## src/rtl/c1_bus_arbiter_if.sv

```systemverilog
// Requester handshake and C1 bus signals of the C1 bus arbiter.
// master = arbiter side, slave = requesters, cache and bus resolver.
interface c1_bus_arbiter_if #(
   parameter int ADDR_HI_W = 14,
   parameter int ADDR_LO_W = 4
);
   logic [1:0]             rq_valid;
   logic [5:0]             rq_cmd;
   logic [2*ADDR_HI_W-1:0] rq_addr_hi;
   logic [2*ADDR_LO_W-1:0] rq_addr_lo;
   logic [63:0]            rq_wdata;
   logic [1:0]             rq_ack;
   logic [1:0]             rsp_valid;
   logic [31:0]            rsp_rdata;
   logic                   rsp_err;
   logic [ADDR_HI_W-1:0]   c1_addr;
   logic [15:0]            c1_data_out;
   logic                   c1_data_oe;
   logic [15:0]            c1_data_in;
   logic [2:0]             c1_ctrl_out;
   logic                   c1_ctrl_oe;
   logic [2:0]             c1_ctrl_in;

   modport master (
      input  rq_valid, rq_cmd, rq_addr_hi, rq_addr_lo, rq_wdata, c1_data_in, c1_ctrl_in,
      output rq_ack, rsp_valid, rsp_rdata, rsp_err,
      output c1_addr, c1_data_out, c1_data_oe, c1_ctrl_out, c1_ctrl_oe
   );

   modport slave (
      output rq_valid, rq_cmd, rq_addr_hi, rq_addr_lo, rq_wdata, c1_data_in, c1_ctrl_in,
      input  rq_ack, rsp_valid, rsp_rdata, rsp_err,
      input  c1_addr, c1_data_out, c1_data_oe, c1_ctrl_out, c1_ctrl_oe
   );
endinterface

```

## src/rtl/c1_bus_arbiter.sv

```systemverilog
// Round-robin arbiter/sequencer for the shared C1 bus; one transaction in flight at a time.
// Latency: cmd + addr2 cycles, then RESPONSE+1 (READ32 +2) to rsp_valid; requesters hold valid until rq_ack.
module c1_bus_arbiter #(
   parameter int TIMEOUT_CYCLES = 255,
   parameter int ADDR_HI_W      = 14,
   parameter int ADDR_LO_W      = 4
) (
   input logic              clk,
   input logic              reset,
   c1_bus_arbiter_if.master bus
);
   typedef enum logic [2:0] {IDLE, CMD, ADDR2, WAIT, RD2, RESP} state_t;

   localparam logic [2:0] OP_NOP   = 3'd0;
   localparam logic [2:0] READ8    = 3'd1;
   localparam logic [2:0] READ16   = 3'd2;
   localparam logic [2:0] READ32   = 3'd3;
   localparam logic [2:0] WRITE8   = 3'd5;
   localparam logic [2:0] WRITE32  = 3'd7;
   localparam logic [2:0] RESPONSE = 3'd7;
   localparam int CNT_W = (TIMEOUT_CYCLES < 2) ? 1 : $clog2(TIMEOUT_CYCLES + 1);

   state_t               state;
   logic                 last;
   logic                 gnt;
   logic [2:0]           cmd_q;
   logic [15:0]          whi_q;
   logic [ADDR_LO_W-1:0] alo_q;
   logic [CNT_W-1:0]     cnt;

   logic                 g_nxt;
   logic [1:0]           g_nxt_oh;
   logic [1:0]           gnt_oh;
   logic [2:0]           cmd_sel;
   logic [ADDR_HI_W-1:0] ahi_sel;
   logic [ADDR_LO_W-1:0] alo_sel;
   logic [31:0]          wdat_sel;

   // When both requesters are waiting, the one not served last wins.
   always_comb begin
      g_nxt = 1'b0;
      if (bus.rq_valid == 2'b11) begin
         g_nxt = ~last;
      end else if (bus.rq_valid[1]) begin
         g_nxt = 1'b1;
      end
   end

   assign g_nxt_oh = g_nxt ? 2'b10 : 2'b01;
   assign gnt_oh   = gnt ? 2'b10 : 2'b01;
   assign cmd_sel  = g_nxt ? bus.rq_cmd[5:3] : bus.rq_cmd[2:0];
   assign ahi_sel  = g_nxt ? bus.rq_addr_hi[2*ADDR_HI_W-1:ADDR_HI_W] : bus.rq_addr_hi[ADDR_HI_W-1:0];
   assign alo_sel  = g_nxt ? bus.rq_addr_lo[2*ADDR_LO_W-1:ADDR_LO_W] : bus.rq_addr_lo[ADDR_LO_W-1:0];
   assign wdat_sel = g_nxt ? bus.rq_wdata[63:32] : bus.rq_wdata[31:0];

   always_ff @(posedge clk or posedge reset) begin
      if (reset) begin
         state           <= IDLE;
         last            <= 1'b1;
         gnt             <= 1'b0;
         cmd_q           <= '0;
         whi_q           <= '0;
         alo_q           <= '0;
         cnt             <= '0;
         bus.rq_ack      <= '0;
         bus.rsp_valid   <= '0;
         bus.rsp_rdata   <= '0;
         bus.rsp_err     <= 1'b0;
         bus.c1_addr     <= '0;
         bus.c1_data_out <= '0;
         bus.c1_data_oe  <= 1'b0;
         bus.c1_ctrl_out <= OP_NOP;
         bus.c1_ctrl_oe  <= 1'b1;
      end else begin
         bus.rq_ack    <= '0;
         bus.rsp_valid <= '0;
         case (state)
            IDLE: begin
               if (|bus.rq_valid) begin
                  // Capture the whole request: fields may change once rq_ack is seen.
                  gnt           <= g_nxt;
                  last          <= g_nxt;
                  cmd_q         <= cmd_sel;
                  alo_q         <= alo_sel;
                  whi_q         <= wdat_sel[31:16];
                  bus.rq_ack    <= g_nxt_oh;
                  bus.rsp_rdata <= '0;
                  bus.rsp_err   <= 1'b0;
                  if (cmd_sel == OP_NOP) begin
                     bus.rsp_valid <= g_nxt_oh;
                     bus.rsp_err   <= 1'b1;
                     state         <= RESP;
                  end else begin
                     bus.c1_ctrl_out <= cmd_sel;
                     bus.c1_ctrl_oe  <= 1'b1;
                     bus.c1_addr     <= ahi_sel;
                     bus.c1_data_oe  <= (cmd_sel >= WRITE8);
                     bus.c1_data_out <= (cmd_sel == WRITE8) ? {8'h00, wdat_sel[7:0]} : wdat_sel[15:0];
                     state           <= CMD;
                  end
               end
            end
            CMD: begin
               bus.c1_addr <= ADDR_HI_W'(alo_q);
               if (cmd_q == WRITE32) begin
                  bus.c1_data_out <= whi_q;
               end
               state <= ADDR2;
            end
            ADDR2: begin
               bus.c1_ctrl_oe <= 1'b0;
               bus.c1_data_oe <= 1'b0;
               cnt            <= '0;
               state          <= WAIT;
            end
            WAIT: begin
               if (bus.c1_ctrl_in == RESPONSE) begin
                  case (cmd_q)
                     READ8:   bus.rsp_rdata <= {24'h0, bus.c1_data_in[7:0]};
                     READ16:  bus.rsp_rdata <= {16'h0, bus.c1_data_in};
                     READ32:  bus.rsp_rdata <= {16'h0, bus.c1_data_in};
                     default: bus.rsp_rdata <= '0;
                  endcase
                  if (cmd_q == READ32) begin
                     state <= RD2;
                  end else begin
                     bus.rsp_valid <= gnt_oh;
                     state         <= RESP;
                  end
               end else if (TIMEOUT_CYCLES != 0 && cnt == CNT_W'(TIMEOUT_CYCLES - 1)) begin
                  bus.rsp_valid <= gnt_oh;
                  bus.rsp_err   <= 1'b1;
                  bus.rsp_rdata <= '0;
                  state         <= RESP;
               end else begin
                  cnt <= cnt + CNT_W'(1);
               end
            end
            RD2: begin
               bus.rsp_rdata[31:16] <= bus.c1_data_in;
               bus.rsp_valid        <= gnt_oh;
               state                <= RESP;
            end
            RESP: begin
               bus.c1_ctrl_out <= OP_NOP;
               bus.c1_ctrl_oe  <= 1'b1;
               bus.c1_data_oe  <= 1'b0;
               bus.c1_data_out <= '0;
               bus.c1_addr     <= '0;
               state           <= IDLE;
            end
            default: state <= IDLE;
         endcase
      end
   end
endmodule

```

## src/flat_wrapper.sv

```systemverilog
// flat-port wrapper written by rule: the top's interface ports become plain ports
module c1_bus_arbiter_flat 
#(
   parameter int TIMEOUT_CYCLES = 255,
   parameter int ADDR_HI_W      = 14,
   parameter int ADDR_LO_W      = 4
)
  (clk, reset, bus_rq_valid, bus_rq_cmd, bus_rq_addr_hi, bus_rq_addr_lo, bus_rq_wdata, bus_c1_data_in, bus_c1_ctrl_in, bus_rq_ack, bus_rsp_valid, bus_rsp_rdata, bus_rsp_err, bus_c1_addr, bus_c1_data_out, bus_c1_data_oe, bus_c1_ctrl_out, bus_c1_ctrl_oe);
  c1_bus_arbiter_if #(.ADDR_HI_W(ADDR_HI_W), .ADDR_LO_W(ADDR_LO_W)) bus_i ();
  input logic clk;
  input logic reset;
  input wire logic [$bits(bus_i.rq_valid)-1:0] bus_rq_valid;
  input wire logic [$bits(bus_i.rq_cmd)-1:0] bus_rq_cmd;
  input wire logic [$bits(bus_i.rq_addr_hi)-1:0] bus_rq_addr_hi;
  input wire logic [$bits(bus_i.rq_addr_lo)-1:0] bus_rq_addr_lo;
  input wire logic [$bits(bus_i.rq_wdata)-1:0] bus_rq_wdata;
  input wire logic [$bits(bus_i.c1_data_in)-1:0] bus_c1_data_in;
  input wire logic [$bits(bus_i.c1_ctrl_in)-1:0] bus_c1_ctrl_in;
  output wire logic [$bits(bus_i.rq_ack)-1:0] bus_rq_ack;
  output wire logic [$bits(bus_i.rsp_valid)-1:0] bus_rsp_valid;
  output wire logic [$bits(bus_i.rsp_rdata)-1:0] bus_rsp_rdata;
  output wire logic [$bits(bus_i.rsp_err)-1:0] bus_rsp_err;
  output wire logic [$bits(bus_i.c1_addr)-1:0] bus_c1_addr;
  output wire logic [$bits(bus_i.c1_data_out)-1:0] bus_c1_data_out;
  output wire logic [$bits(bus_i.c1_data_oe)-1:0] bus_c1_data_oe;
  output wire logic [$bits(bus_i.c1_ctrl_out)-1:0] bus_c1_ctrl_out;
  output wire logic [$bits(bus_i.c1_ctrl_oe)-1:0] bus_c1_ctrl_oe;
  assign bus_i.rq_valid = bus_rq_valid;
  assign bus_i.rq_cmd = bus_rq_cmd;
  assign bus_i.rq_addr_hi = bus_rq_addr_hi;
  assign bus_i.rq_addr_lo = bus_rq_addr_lo;
  assign bus_i.rq_wdata = bus_rq_wdata;
  assign bus_i.c1_data_in = bus_c1_data_in;
  assign bus_i.c1_ctrl_in = bus_c1_ctrl_in;
  assign bus_rq_ack = bus_i.rq_ack;
  assign bus_rsp_valid = bus_i.rsp_valid;
  assign bus_rsp_rdata = bus_i.rsp_rdata;
  assign bus_rsp_err = bus_i.rsp_err;
  assign bus_c1_addr = bus_i.c1_addr;
  assign bus_c1_data_out = bus_i.c1_data_out;
  assign bus_c1_data_oe = bus_i.c1_data_oe;
  assign bus_c1_ctrl_out = bus_i.c1_ctrl_out;
  assign bus_c1_ctrl_oe = bus_i.c1_ctrl_oe;
  c1_bus_arbiter #(.TIMEOUT_CYCLES(TIMEOUT_CYCLES), .ADDR_HI_W(ADDR_HI_W), .ADDR_LO_W(ADDR_LO_W)) u_core (.clk(clk), .reset(reset), .bus(bus_i));
endmodule
```

## config.mk

```make
export PLATFORM = sky130hd
export DESIGN_NAME = c1_bus_arbiter_flat
export DESIGN_NICKNAME = d
export VERILOG_FILES = /design/src/rtl/c1_bus_arbiter_if.sv /design/src/rtl/c1_bus_arbiter.sv /design/src/flat_wrapper.sv
export SDC_FILE = /design/constraint.sdc
export NUM_CORES = 1
export LEC_CHECK = 0
export CAP_MARGIN = 20
export CORE_MARGIN = 3
export CORE_UTILIZATION = 40
export DETAILED_ROUTE_END_ITERATION = 10
export HOLD_SLACK_MARGIN = 0.02
export PLACE_DENSITY = 0.76
export SLEW_MARGIN = 20
export SYNTH_ARGS = -nofsm -noshare
export SYNTH_HDL_FRONTEND = slang
export SYNTH_SLANG_ARGS = --single-unit
```

## constraint.sdc

```tcl
create_clock -name clk -period 4.9 [get_ports clk]
set_input_delay 0.98 -clock clk [delete_from_list [all_inputs] [get_ports clk]]
set_output_delay 0.98 -clock clk [all_outputs]
set_load 0.02 [all_outputs]
```

==> results by group <==
Outcome
  • Status: complete, no violations

Synth
  • Simple logic cell fraction of the synthesized area: 13.09%
  • Sequential-to-total area share from yosys stat: 53.81%
  • Compound-Gate Fraction of Synth Area: 18.79%
  • Share of flip-flops with an asynchronous set or reset: 100.0%
  • Syn Inst Count: 479
  • Post-synth EDFFs: 0
  • Combinational family with the most area after synthesis: compound AO/OA/AOI/OAI gates
  • Synth warn: 0
  • Most used DFF post-synth: dfrtp_1
  • Synth area leader: dfrtp_1
  • Number of synthesized register bits: 108
  • Post-synth top area share: 52.76%
  • Adder-Cell Fraction of Synth Area: 0.4978%
  • Netlist cell types: 50
  • Mapped cell area: 0.005027 mm²
  • Synth area leaders: dfrtp_1 (53%), a22o_1 (5.6%), nand2_1 (5.5%)
  • Syn_area_per_cell: 10.50 µm²
  • Mux contribution to synthesized area: 9.831%
  • Syn Nets: 610
  • Post-synthesis xor/xnor area fraction: 0.1742%

Clock tree
  • Cts hold-fix bufs: 0
  • # clock sinks: 108
  • Setup bufs post-CTS: 0
  • Clk slew on worst S/H paths: 0.07 ns
  • Clk_lat worst skew: 0.33 ns
  • CTS tree: built
  • Clock buffer depth: 2
  • TritonCTS buffer count: 9
  • # H-tree levels: 3
  • CTS root buf: clkbuf_16
  • PostCTS Resize Cnt: 0

GRT
  • Initial antenna violation count: 0
  • Global-route wire length before repair: 24190 µm
  • Number of global-route vias before repair: 4735
  • Largest net degree at the start of global routing: 81
  • Overall Global Routing Usage: 21.14%
  • GRT overflow: 0

Floorplanning
  • Io pins: 201
  • Die H: 118.1 µm
  • FP Rows: 40
  • Core ar.: 0.01216 mm²
  • Die X: 118.1 µm
  • Initial Utilization: 41.34%
  • Die area: 0.01395 mm²

Timing
  • Final WS setup: 1.681 ns
  • Part of the cycle the worst path needs: 65.70%
  • Final min period: 3.219 ns
  • FMAX: 310.6 MHz
  • Setup Total Neg Slack: 0 ns
  • Final Hold Vio Count: 0
  • Clock Skew: 0.004326 ns
  • Worst slew margin: 27.76%
  • Slew Viols, Final: 0
  • Final setup violation count: 0
  • Worst slew pin tran: 1.079 ns
  • RSZ-0062 raised after global routing: no
  • WHS: 0.4614 ns

Placed design
  • Post-Place Worst Slack: 1.395 ns
  • Port bufs: 200
  • Placed wire-length estimate: 10980 µm
  • RePlAce Congestion: 0.8774
  • Placed instance count: 824

Layout
  • Ant diodes: 0
  • Layout Utilization: 61.51%
  • Post-Layout Cell Count: 839
  • Fillers: 1007
  • Seq. cell area: 0.002705 mm²
  • Area of the multi-input gates: 0.002156 mm²
  • Share of layout cells above drive strength 1: 7.154%
  • P&R area growth vs syn: 48.81%
  • Fin nets: 798

Routing
  • Via/cell ratio: 5.390
  • Detailed-route via count: 4522
  • DRT Wirelength: 14550 µm
  • DRC Markers: 0
  • Final ANT Viol Nets: 0
  • Pre-antenna DRT Iters: 7
  • DR WL/cell: 17.34 µm
  • Iteration-0 DRC Markers: 362

Pwr
  • P per Cell Area: 542.2 mW/mm²
  • Leak: 3.221 nW
  • Peak supply drop: 0.0002484 V

Critical path
  • Crit path launch type: input port
  • Endpoint type of the worst setup path: register
  • CP required: 5.16 ns
  • Crit path DAT: 3.48 ns
  • Critical path class: in -> reg
  • CP Max Fanout: 49

Hold path
  • Hold crit path type: reg -> reg

Flow run
  • Max Cap Viol: 0
-- power breakdown --
group | internal [mW] | switching, mW | leakage [nW] | total (mW)
registers | 1.23 | 0.248 | 1.37 | 1.48
clock network | 0.407 | 0.304 | 0.138 | 0.710
logic | 0.872 | 0.996 | 1.72 | 1.87
-- final timing paths --
kind                       slack [ns]                          to             from  cells after the start
hold reg to reg                  0.46     u_core.bus.rsp_valid[0]       u_core.gnt                      1
hold / removal                   0.46     u_core.bus.rsp_valid[0]       u_core.gnt                      1
setup reg to reg                 2.26   u_core.bus.c1_data_out[6]  u_core.state[2]                      3
setup / recovery                 1.68  u_core.bus.c1_data_out[12]  bus_rq_valid[1]                      6
max in group asynchronous        2.74      u_core.bus.c1_addr[12]            reset                      3
min in group asynchronous        1.21     u_core.bus.rsp_rdata[2]            reset                      2
-- layer usage --
| metal | vias to the layer above | global-route usage, % | part of all wire, % |
|---|---|---|---|
| li1 | 2112 | - | - |
| met1 | 2194 | 26.80 | 41 |
| met2 | 198 | 36.26 | 50 |
| met3 | 18 | 5.526 | 7.2 |
| met4 | 0 | 4.835 | 1.5 |
| met5 | - | 0 | 0 |
-- per-stage QoR --
stage / cell area [µm²] / power (mW)
floorplan: 5027 / 2.565
global placement: 7174 / 3.298
detailed placement: 7182 / 3.361
CTS: 7475 / 4.084
global route: 7481 / 4.316
finish: 7481 / 4.056
-- kinds of logic after synthesis --
kind of cell,after synthesis
adders and majority gates,2
buffers and inverters,46
muxes,46
AOI/OAI and AO/OA,131
xor gates and xnor gates,1
and+or+nand+nor,145
DFF,108
-- layout by cell type (no fill, tap or decap), types with 15 or more instances in the layout --
cell type        synthesis  final
a21oi_1                 16     16
a22o_1                  32     32
a31oi_1                 20     20
clkdlybuf4s50_1          0    200
dfrtp_1                106    106
inv_1                   16     15
mux2i_1                 22     22
nand2_1                 73     73
nor2_1                  28     28
o21ai_0                 24     24
-- critical path, stage by stage --
cell             delay (ns)
clkdlybuf4s50_1        0.56
a21bo_2                0.28
buf_4                  0.29
a311oi_1               0.92
a222oi_1               0.23
mux2i_1                0.20
-- cell usage after synthesis, drive strengths merged (2+ instances only) --
cell	instances
o211ai	2
buf	8
a21o	5
nand3b	12
a221oi	3
a311oi	3
a222oi	8
nor3	7
nor2	29
a21oi	16
a22o	32
mux2	24
or3	4
clkbuf	22
a31oi	20
nor4	4
nor2b	3
nand2	73
dfstp	2
dfrtp	106
mux2i	22
nand3	9
ha	2
o21ai	28
inv	16
a22oi	3
-- layout make-up --
class,count,share of cell area (%)
sequential,108,36.16
multi-input combinational,325,28.82
timing repair buffer,207,27.46
clock buffer,11,3.245
tap,168,2.810
inverter,16,0.8363
clock inverter,4,0.6690
-- sequential cells by signal (all words and copies together), names as in the netlist --
name	flops
u_core.bus.rq_ack	2
u_core.bus.rsp_rdata	32
u_core.bus.c1_addr	14
u_core.gnt	1
u_core.bus.c1_ctrl_out	3
u_core.bus.rsp_err	1
u_core.bus.c1_ctrl_oe	1
u_core.alo_q	4
u_core.whi_q	16
u_core.state	3
u_core.cnt	8
u_core.bus.c1_data_oe	1
u_core.cmd_q	3
u_core.last	1
u_core.bus.c1_data_out	16
u_core.bus.rsp_valid	2
Power figures use the tool's default switching activity.
